`src/rtl/tt_um_serial_ha_adder_pkg.sv`:
```
// Shared constants for the bit-serial half-adder controller: FSM encoding,
// default operand width and uio_in control bit positions.
package tt_um_serial_ha_adder_pkg;

  localparam int OPW_DEFAULT = 4;

  localparam logic [1:0] IDLE  = 2'd0;
  localparam logic [1:0] PASS1 = 2'd1;
  localparam logic [1:0] PASS2 = 2'd2;
  localparam logic [1:0] DONE  = 2'd3;

  localparam int START_BIT = 0;
  localparam int ABORT_BIT = 1;
  localparam int CIN_BIT   = 2;

endpackage

```
`src/rtl/tt_um_serial_ha_adder_if.sv`:
```
// Tiny-tapeout pin bundle: dedicated inputs/outputs and the bidirectional bank.
interface tt_um_serial_ha_adder_if;

  logic [7:0] ui_in;
  logic [7:0] uio_in;
  logic [7:0] uo_out;
  logic [7:0] uio_out;
  logic [7:0] uio_oe;

  modport master (
    output ui_in,
    output uio_in,
    input  uo_out,
    input  uio_out,
    input  uio_oe
  );

  modport slave (
    input  ui_in,
    input  uio_in,
    output uo_out,
    output uio_out,
    output uio_oe
  );

endinterface

```
`src/rtl/tt_um_serial_ha_adder_half_adder_cell.sv`:
```
// The single shared half-adder cell; the controller time-multiplexes it.
module half_adder_cell (
  input  logic a,
  input  logic b,
  output logic sum,
  output logic carry
);

  assign sum   = a ^ b;
  assign carry = a & b;

endmodule

```
`src/rtl/tt_um_serial_ha_adder.sv`:
```
// Bit-serial adder: A + B + cin computed LSB-first, two half-adder passes per bit
// (operand pair, then partial sum with running carry).
module tt_um_serial_ha_adder
  import tt_um_serial_ha_adder_pkg::*;
#(
  parameter int OPW = OPW_DEFAULT
) (
  input  logic                     clk,
  input  logic                     rst_n,
  input  logic                     ena,
  tt_um_serial_ha_adder_if.slave   io
);

  logic [1:0]     state;
  logic [OPW-1:0] a_sr;
  logic [OPW-1:0] b_sr;
  logic [OPW-1:0] acc;
  logic [OPW:0]   result;
  logic [1:0]     idx;
  logic           c;
  logic           s1;
  logic           c1;

  logic start;
  logic abort;
  logic cin;
  assign start = io.uio_in[START_BIT];
  assign abort = io.uio_in[ABORT_BIT];
  assign cin   = io.uio_in[CIN_BIT];

  logic ha_a;
  logic ha_b;
  logic ha_sum;
  logic ha_carry;

  // NOTE: every always_comb output gets a default first so no path can infer a latch.
  always_comb begin
    ha_a = a_sr[0];
    ha_b = b_sr[0];
    if (state == PASS2) begin
      ha_a = s1;
      ha_b = c;
    end
  end

  half_adder_cell u_ha (
    .a     (ha_a),
    .b     (ha_b),
    .sum   (ha_sum),
    .carry (ha_carry)
  );

  logic           c_next;
  logic [OPW:0]   acc_shift;
  logic           last_bit;
  assign c_next    = c1 | ha_carry;
  assign acc_shift = {ha_sum, acc};
  assign last_bit  = (idx == 2'(OPW - 1));

  // NOTE: sequential state uses non-blocking assignments so all registers see pre-edge values.
  always_ff @(posedge clk) begin
    if (!rst_n) begin
      state  <= IDLE;
      a_sr   <= '0;
      b_sr   <= '0;
      acc    <= '0;
      result <= '0;
      idx    <= '0;
      c      <= 1'b0;
      s1     <= 1'b0;
      c1     <= 1'b0;
    end else begin
      case (state)
        IDLE: begin
          if (!abort && start) begin
            a_sr  <= io.ui_in[OPW-1:0];
            b_sr  <= io.ui_in[4 +: OPW];
            c     <= cin;
            idx   <= '0;
            state <= PASS1;
          end
        end
        PASS1: begin
          if (abort) begin
            state <= IDLE;
          end else begin
            s1    <= ha_sum;
            c1    <= ha_carry;
            state <= PASS2;
          end
        end
        PASS2: begin
          if (abort) begin
            state <= IDLE;
          end else begin
            c    <= c_next;
            acc  <= acc_shift[OPW:1];
            a_sr <= a_sr >> 1;
            b_sr <= b_sr >> 1;
            if (last_bit) begin
              result <= {c_next, acc_shift[OPW:1]};
              state  <= DONE;
            end else begin
              idx   <= idx + 2'd1;
              state <= PASS1;
            end
          end
        end
        DONE: begin
          // Level-sensitive release: a held start cannot retrigger a run.
          if (!start) state <= IDLE;
        end
        default: state <= IDLE;
      endcase
    end
  end

  logic busy;
  logic done;
  assign busy = (state == PASS1) || (state == PASS2);
  assign done = (state == DONE);

  assign io.uo_out  = {1'b0, done, busy, 5'(result)};
  assign io.uio_out = '0;
  assign io.uio_oe  = '0;

  wire _unused = &{1'b0, ena, io.ui_in, io.uio_in[7:3]};

endmodule

```
`src/flat_wrapper.sv`:
```
// flat-port wrapper written by rule: the top's interface ports become plain ports
module tt_um_serial_ha_adder_flat import tt_um_serial_ha_adder_pkg::*;
#(
  parameter int OPW = OPW_DEFAULT
)
  (clk, rst_n, ena, io_ui_in, io_uio_in, io_uo_out, io_uio_out, io_uio_oe);
  tt_um_serial_ha_adder_if io_i ();
  input  logic clk;
  input  logic rst_n;
  input  logic ena;
  input wire logic [$bits(io_i.ui_in)-1:0] io_ui_in;
  input wire logic [$bits(io_i.uio_in)-1:0] io_uio_in;
  output wire logic [$bits(io_i.uo_out)-1:0] io_uo_out;
  output wire logic [$bits(io_i.uio_out)-1:0] io_uio_out;
  output wire logic [$bits(io_i.uio_oe)-1:0] io_uio_oe;
  assign io_i.ui_in = io_ui_in;
  assign io_i.uio_in = io_uio_in;
  assign io_uo_out = io_i.uo_out;
  assign io_uio_out = io_i.uio_out;
  assign io_uio_oe = io_i.uio_oe;
  tt_um_serial_ha_adder #(.OPW(OPW)) u_core (.clk(clk), .rst_n(rst_n), .ena(ena), .io(io_i));
endmodule
```
`config.mk`:
```
export PLATFORM = sky130hd
export DESIGN_NAME = tt_um_serial_ha_adder_flat
export DESIGN_NICKNAME = d
export VERILOG_FILES = /design/src/rtl/tt_um_serial_ha_adder_pkg.sv /design/src/rtl/tt_um_serial_ha_adder_if.sv /design/src/rtl/tt_um_serial_ha_adder_half_adder_cell.sv /design/src/rtl/tt_um_serial_ha_adder.sv /design/src/flat_wrapper.sv
export SDC_FILE = /design/constraint.sdc
export NUM_CORES = 1
export LEC_CHECK = 0
export CAP_MARGIN = 20
export CORE_ASPECT_RATIO = 0.75
export CORE_MARGIN = 2
export CORE_UTILIZATION = 51
export CTS_BUF_LIST = sky130_fd_sc_hd__clkbuf_8
export DETAILED_ROUTE_END_ITERATION = 12
export PLACE_DENSITY_LB_ADDON = 0.2
export SLEW_MARGIN = 20
export SYNTH_ARGS = -nofsm -noshare
export SYNTH_HDL_FRONTEND = slang
export SYNTH_SLANG_ARGS = --single-unit
```
`constraint.sdc`:
```
create_clock -name clk -period 3.4 [get_ports clk]
set_clock_uncertainty 0.05 [all_clocks]
set_input_delay 1.02 -clock clk [delete_from_list [all_inputs] [get_ports clk]]
set_output_delay 1.02 -clock clk [all_outputs]
set_load 0.05 [all_outputs]
```
==> metrics, run 1 <==
worst-skew pair later-pin latency=~260 ps; Slew HR=0.565; Yosys top cell by area=dfxtp_1; worst vdd ir=a little over 0.0002 V; CP Cell Sequence=inv_1, ha_1, clkdlybuf4s50_1; PostCTS Resize Cnt=0; # rows=16; layout cells sized above 1=0.108; slowest CP cell=clkdlybuf4s50_1; global-route wire length before repair=about 3.7 mm; antenna cells=0; Synth Cell Area=approximately 1300 um^2; most frequent cell after synthesis=nand2_1; ys async rst share=0; pwr dens=394 nW/um^2; R2R depth=7; routed via count=between 900 and 1,000; Mapped Cells=146; total of max-cap violations=0; Crit Path Category=reg -> out; Final Max Tran Viols=0; initial antenna violation count=0; Final Setup Violations=0; Horiz. Die Dim=63.2 um; clock buffer count from CTS=3; area delta synth->final=10.7%; top cell type's share of synthesized area=0.344; final hold violation count=0; Core ar.=about 2500 um^2; full die area=between 3000 and 4000 um^2; critical path endpoint category=output port; grt ovf=0; Hold Startpoint=u_core.result[0]; top cells by count, synth=nand2_1, dfxtp_1, buf_4; Routed Antenna Nets=0; Fill cells=roughly 240; Tightest Hold Check Type=reg -> reg; Reg area=460 um^2; R2R setup slack=approximately 1200 ps; max incr delay on CP=790 ps; largest net degree at the start of global routing=18; CTS tree=yes; flops & latches, synth=23; min Tclk post-route=~2900 ps; Hold Buf Count CTS=0; final wirelength=around 2.1 mm; total global-route track usage=0.149; Initial DRT Pass Iterations=4; Top delay family on crit path=buffers and inverters; critical path fanouts, max=5; RSZ-0062 raised after global routing=false; Main synth FF type=dfxtp_1; # IOs=43; # clock sinks=23; Syn Area/Cell=between 9 and 10 um^2; Detailed Place HPWL=around 1.6 mm; Hold Crit Depth=2; achievable clock frequency=between 300 and 400 MHz; yosys warns=0; clock-pin slew on the worst setup and hold paths=80 ps; number of global-route vias before repair=about 860; H-tree levels=1; Multi-input gate area=718 um^2; GPL Wtd Cong=0.751; nets=around 190; Tot Pwr=584 uW; Starting Density=0.527; PortBufs=19; CTS max path bufs=2; synth unique cells=27; Leak=0.630 nW; EDFF count, synth=0; Die H=48.4 um; # DRC=0; root buf cell=clkbuf_8; Via density=about 4.8; Setup TNS Final=0 ps; RR Endpoint=u_core.c; largest cells by area after synthesis=dfxtp_1, mux2i_1, buf_4; DRT iter0 DRCs=20; CP bufs+invs=2; Startpoint Class=flop; WL per Instance=10.8 um; Worst EP required=2330 ps; worst path arrival time=around 1800 ps; FF-to-FF Start=u_core.state[0]; Post-CTS Setup Bufs=0; sequential share of the synthesized area=0.344; status=complete, no violations; worst-margin pin slew=652 ps; crit share post-route=0.856; worst hold endpoint=u_core.result[0]
-- cell type report --
type / count / share of cell area
Timing Repair Buffer: 20 / 0.133
Clock inverter: 1 / 0.00338
Multi-Input combinational cell: 107 / 0.484
Sequential cell: 23 / 0.311
Clock buffer: 3 / 0.0278
Inverter: 4 / 0.0101
Tap cell: 36 / 0.0304
-- kinds of logic (layout without fill, tap and decap cells) --
group,after synthesis,in the layout,synth area share
compound gates,14,14,0.0794
buf+inv,32,28,0.164
other cells,1,17,0.00280
flops,23,23,0.344
fa+ha+maj,7,7,0.0654
mux,25,25,0.194
simple gates,44,44,0.150
-- metrics by stage --
| stage | util | hold slack, ps | std cells | area (um^2) | setup slack [ps] |
|---|---|---|---|---|---|
| 4_1_cts | 0.583 | 414 | 194 | 1480 | 479 |
| 3_5_place_dp | 0.565 | 402 | 190 | 1440 | 698 |
| 6_report | 0.583 | 413 | 194 | 1480 | 491 |
| 5_1_grt | 0.583 | 438 | 194 | 1480 | 406 |
| 3_3_place_gp | 0.565 | 390 | 190 | 1440 | 723 |
| 2_1_floorplan | - | 385 | 162 | 1400 | 1440 |
-- sequential cells by signal, summed over array words and instances (netlist names) --
signal and cells:
u_core.s1 1, u_core.c1 1, u_core.idx 2, u_core.a_sr 4, u_core.result 5, u_core.c 1
u_core.b_sr 4, u_core.state 2, u_core.acc 3
-- power by group --
group	total, mW	internal, mW	switching [mW]
Sequential	0.285	0.279	0.00619
Clock	0.162	0.0815	0.0804
Combinational	0.137	0.0477	0.0892
-- how the worst max path moves through the flow --
stage	start	end	slack (ps)	cells after the start
final	u_core.state[1]	io_uo_out[5]	490	3
after global routing	u_core.state[0]	io_uo_out[5]	410	3
after CTS	u_core.state[1]	io_uo_out[5]	480	3
after detailed placement	io_uio_in[1]	u_core.a_sr[1]	700	4
after global placement	io_uio_in[1]	u_core.a_sr[0]	720	4
after floorplan	u_core.state[0]	io_uo_out[5]	1440	3
-- placed cells by master (no fill, tap or decap), types with 3 or more instances in the layout --
cell	count
a21oi_1	6
clkdlybuf4s50_1	19
mux2i_1	17
nor2_1	6
nand3b_1	4
clkbuf_8	3
ha_1	7
mux2_2	8
dfxtp_1	23
conb_1	17
inv_1	4
nand3_1	5
nand2_1	25
-- layer usage --
metal	vias to the layer above	wire [um]	global-route usage
li1	473	-	-
met1	423	1030	0.201
met2	29	920	0.246
met3	2	130	0.0233
met4	0	10	0.0444
met5	-	0	0
-- tightest hold or removal path: stages (launching register included) --
cell	delay, ps
dfxtp_1	320
nand2_1	50
a21oi_1	50
No activity file was read; power rests on OpenSTA's default activity.
==> inputs of run 2 (changes only) <==
--- a/config.mk
+++ b/config.mk
@@ -8,7 +8,7 @@
 export CAP_MARGIN = 20
 export CORE_ASPECT_RATIO = 0.75
 export CORE_MARGIN = 2
-export CORE_UTILIZATION = 51
+export CORE_UTILIZATION = 47
 export CTS_BUF_LIST = sky130_fd_sc_hd__clkbuf_8
 export DETAILED_ROUTE_END_ITERATION = 12
 export PLACE_DENSITY_LB_ADDON = 0.2
==> constraint.sdc (replaced) <==
create_clock -name clk -period 2.9 [get_ports clk]
set_clock_uncertainty 0.05 [all_clocks]
set_input_delay 0.87 -clock clk [delete_from_list [all_inputs] [get_ports clk]]
set_output_delay 0.87 -clock clk [all_outputs]
set_load 0.05 [all_outputs]
==> metrics, run 2 (synthesis results as in run 1) <==
Tightest Hold Check Type=reg -> reg; nets=186; grt ovf=0; FF-to-FF Start=u_core.state[0]; PnR worst setup slack=153 ps; Detailed Place HPWL=between 1.5 and 2 mm; Tot Pwr=688 uW; # rows=16; clock-pin slew on the worst setup and hold paths=~80 ps; Die H=between 50 and 60 um; CP Cell Sequence=inv_1, ha_1, clkdlybuf4s50_1; placed cells=between 150 and 200; critical path fanouts, max=5; antenna cells=0; Post-Place Worst Slack=440 ps; worst-skew pair later-pin latency=approximately 260 ps; number of global-route vias before repair=868; worst-margin pin slew=between 600 and 700 ps; critical path endpoint category=output port; crit share post-route=0.947; Setup TNS Final=0 ps; Top delay family on crit path=buffers and inverters; Final Setup Violations=0; CTS max path bufs=2; WL per Instance=roughly 11 um; Final Max Tran Viols=0; worst hold endpoint=u_core.result[0]; status=complete, no violations; initial antenna violation count=0; Most flops, register=u_core.result; PostCTS Resize Cnt=0; Starting Density=0.503; global-route wire length before repair=~3.7 mm; RSZ-0062 raised after global routing=false; Hold WS=411 ps; achievable clock frequency=~360 MHz; total of max-cap violations=0; Slew HR=0.578; Horiz. Die Dim=~66 um; pwr dens=about 460 nW/um^2; Leak=between 0.6 and 0.7 nW; Fill cells=257; slowest CP cell=clkdlybuf4s50_1; Routed Antenna Nets=0; largest net degree at the start of global routing=18; R2R depth=6; CP bufs+invs=2; DRT iter0 DRCs=21; Post-CTS Setup Bufs=0; RR Endpoint=u_core.s1; max incr delay on CP=around 790 ps; total global-route track usage=0.146; Hold Buf Count CTS=0; GPL Wtd Cong=between 0.7 and 0.8; # DRC=0; min Tclk post-route=between 2000 and 3000 ps; H-tree levels=1; Crit Path Category=reg -> out; Hold Startpoint=u_core.result[0]; biggest regs=u_core.result: 5 flops, u_core.a_sr: 4 flops, u_core.b_sr: 4 flops; Largest register FFs=5; commonest non-fill, non-tap cell in the layout=nand2_1; area delta synth->final=11.2%; Post-Layout Cell Count=a little under 200; layout cells sized above 1=0.107; final hold violation count=0; PortBufs=19; root buf cell=clkbuf_8; R2R setup slack=around 760 ps; Initial DRT Pass Iterations=4; worst vdd ir=about 0.0004 V; # IOs=43; final wirelength=roughly 2.2 mm; Worst EP required=about 2000 ps; full die area=3300 um^2; Via density=about 4.8; Startpoint Class=flop; Hold Crit Depth=2; clock buffer count from CTS=3; worst path arrival time=around 1800 ps; # clock sinks=23; most frequent cells in the layout=nand2_1, dfxtp_1, clkdlybuf4s50_1, mux2i_1, conb_1; routed via count=around 940; Core ar.=~2700 um^2; CTS tree=yes
run 2: how the worst max path moves through the flow:
| stage | startpoint | endpoint | slack (ps) | depth (start not counted) |
|---|---|---|---|---|
| final | u_core.state[1] | io_uo_out[5] | 150 | 3 |
| after global placement | u_core.state[0] | io_uo_out[5] | 460 | 3 |
| after detailed placement | u_core.state[0] | io_uo_out[5] | 440 | 3 |
| after CTS | u_core.state[1] | io_uo_out[5] | 140 | 3 |
| after floorplan | u_core.state[0] | io_uo_out[5] | 1090 | 3 |
| after global routing | u_core.state[1] | io_uo_out[5] | 90 | 3 |
run 2: stage by stage:
| stage | util | instance area, um^2 |
|---|---|---|
| after floorplan | - | 1400 |
| after global placement | 0.542 | 1440 |
| after detailed placement | 0.542 | 1440 |
| after CTS | 0.559 | 1490 |
| after global routing | 0.559 | 1490 |
| final | 0.559 | 1490 |
run 2: final cells by class:
class / count / area [um^2] / share of cell area
Clock buffer: 3 / 41.3 / 0.0277
Clock inverter: 1 / 3.75 / 0.00252
Inverter: 4 / 15.0 / 0.0101
Multi-Input combinational cell: 107 / 718 / 0.482
Sequential cell: 23 / 460 / 0.309
Tap cell: 36 / 45.0 / 0.0303
Timing Repair Buffer: 21 / 205 / 0.138
run 2: layer usage:
| metal | GRT usage | wire length (um) | up-vias |
|---|---|---|---|
| met5 | 0 | 0 | - |
| met1 | 0.193 | 1070 | 430 |
| met4 | 0.0313 | 0 | 0 |
| met2 | 0.232 | 953 | 33 |
| met3 | 0.0471 | 141 | 0 |
| li1 | - | - | 476 |
run 2: power by group:
| group | total, mW | internal [mW] | switching, mW |
|---|---|---|---|
| combinational | 0.163 | 0.0573 | 0.106 |
| sequential | 0.335 | 0.327 | 0.00740 |
| clock | 0.191 | 0.0944 | 0.0963 |
| total | 0.688 | 0.479 | 0.209 |
run 2: worst min-delay path, cell delays in order (launching register included):
cell and delay, ps:
dfxtp_1 310, nand2_1 50, a21oi_1 50
==> inputs of run 3 (changes only) <==
--- a/config.mk
+++ b/config.mk
@@ -8,9 +8,11 @@
 export CAP_MARGIN = 20
 export CORE_ASPECT_RATIO = 0.75
 export CORE_MARGIN = 2
-export CORE_UTILIZATION = 47
+export CORE_UTILIZATION = 35
 export CTS_BUF_LIST = sky130_fd_sc_hd__clkbuf_8
 export DETAILED_ROUTE_END_ITERATION = 12
+export GPL_ROUTABILITY_DRIVEN = 0
+export HOLD_SLACK_MARGIN = 0.03
 export PLACE_DENSITY_LB_ADDON = 0.2
 export SLEW_MARGIN = 20
 export SYNTH_ARGS = -nofsm -noshare
==> metrics, run 3 (synthesis results as in run 1) <==
status=complete, no violations; Largest register FFs=5; grt ovf=0; Core ar.=3660 um^2; final wirelength=~2.2 mm; clock buffer count from CTS=3; Initial DRT Pass Iterations=4; Hold WS=between 400 and 500 ps; # IOs=43; CTS max path bufs=2; worst path arrival time=about 1800 ps; initial antenna violation count=0; PostCTS Resize Cnt=0; # clock sinks=23; Slew HR=0.557; Starting Density=0.366; Detailed Place HPWL=between 1.5 and 2 mm; area delta synth->final=12.8%; metal3 WL=~96 um; critical path fanouts, max=5; Horiz. Die Dim=75.4 um; DRT iter0 DRCs=12; biggest regs=u_core.result: 5 flops, u_core.a_sr: 4 flops, u_core.b_sr: 4 flops; Fill cells=369; Startpoint Class=flop; total global-route track usage=0.120; most frequent cells in the layout=nand2_1, dfxtp_1, clkdlybuf4s50_1, mux2i_1, conb_1; layout cells sized above 1=0.113; largest net degree at the start of global routing=18; worst-margin pin slew=~670 ps; # rows=19; # DRC=0; Crit Path Category=reg -> out; crit share post-route=0.949; root buf cell=clkbuf_8; RSZ-0062 raised after global routing=false; Final Instance Area=1510 um^2; CTS tree=yes; Post-Layout Cell Count=211; Via density=4.43; global-route wire length before repair=about 4.0 mm; Placement Cell Area=about 1500 um^2; H-tree levels=1; Leak=0.634 nW; antenna cells=0; pwr dens=roughly 460 nW/um^2; Layout Utilization=0.413; Post-CTS Setup Bufs=0; nets=around 190; critical path endpoint category=output port; min Tclk post-route=about 2800 ps; number of global-route vias before repair=about 850; Metal-1 WL=~1.2 mm; Final Max Tran Viols=0; worst vdd ir=about 0.00017 V; Highest Signal Layer=met4; Hold Buf Count CTS=0; total of max-cap violations=0; final hold violation count=0; full die area=~4300 um^2; Met2 Routed Length=956 um; Routed Antenna Nets=0; Setup TNS Final=0 ps; achievable clock frequency=between 300 and 400 MHz; routed via count=roughly 930; commonest non-fill, non-tap cell in the layout=nand2_1; Die H=around 58 um; Worst EP required=1980 ps; worst-skew pair later-pin latency=~260 ps; placed cells=around 210; Final Setup Violations=0; PortBufs=19; Most flops, register=u_core.result; Tightest Hold Check Type=reg -> reg; WL per Instance=between 10 and 15 um; clock-pin slew on the worst setup and hold paths=80 ps
-- run 3: cell types whose count changed in the layout (fill, tap and decap cells not counted) --
cell,before,now
clkinv_2,0,1
inv_1,5,4
-- run 3: routing by layer --
layer  global-route usage  vias to the layer above
met4               0.0677                        0
met5                    0                        -
met3               0.0212                        2
met1                0.169                      431
li1                     -                      477
met2                0.170                       24
-- run 3: final timing paths --
check / start / end / slack, ps / depth (start not counted)
worst min-delay path: u_core.result[2] / u_core.result[2] / 410 / 2
worst max register to register: u_core.state[0] / u_core.c / 750 / 7
worst max-delay path: u_core.state[1] / io_uo_out[5] / 150 / 3
worst min register to register: u_core.result[2] / u_core.result[2] / 410 / 2
-- run 3: layout make-up --
cell class / count / area, um^2 / area share
Clock inverter: 1 / 5.00 / 0.00331
Multi-Input combinational cell: 107 / 718 / 0.476
Clock buffer: 3 / 41.3 / 0.0273
Tap cell: 52 / 65.1 / 0.0431
Timing Repair Buffer: 21 / 205 / 0.136
Sequential cell: 23 / 460 / 0.305
Inverter: 4 / 15.0 / 0.00994
-- run 3: report_power, final --
part | switching (mW) | internal, mW
clock network | 0.0987 | 0.0957
registers | 0.00705 | 0.327
logic | 0.105 | 0.0571
-- run 3: critical path, stage by stage (launching register included) --
cell,delay (ps)
dfxtp_1,410
inv_1,90
ha_1,280
clkdlybuf4s50_1,790
-- run 3: per-stage QoR --
step	power, mW	worst slack [ps]
floorplan	0.493	1090
global placement	0.503	460
detailed placement	0.504	441
CTS	0.700	138
global route	0.733	61.8
finish	0.691	149
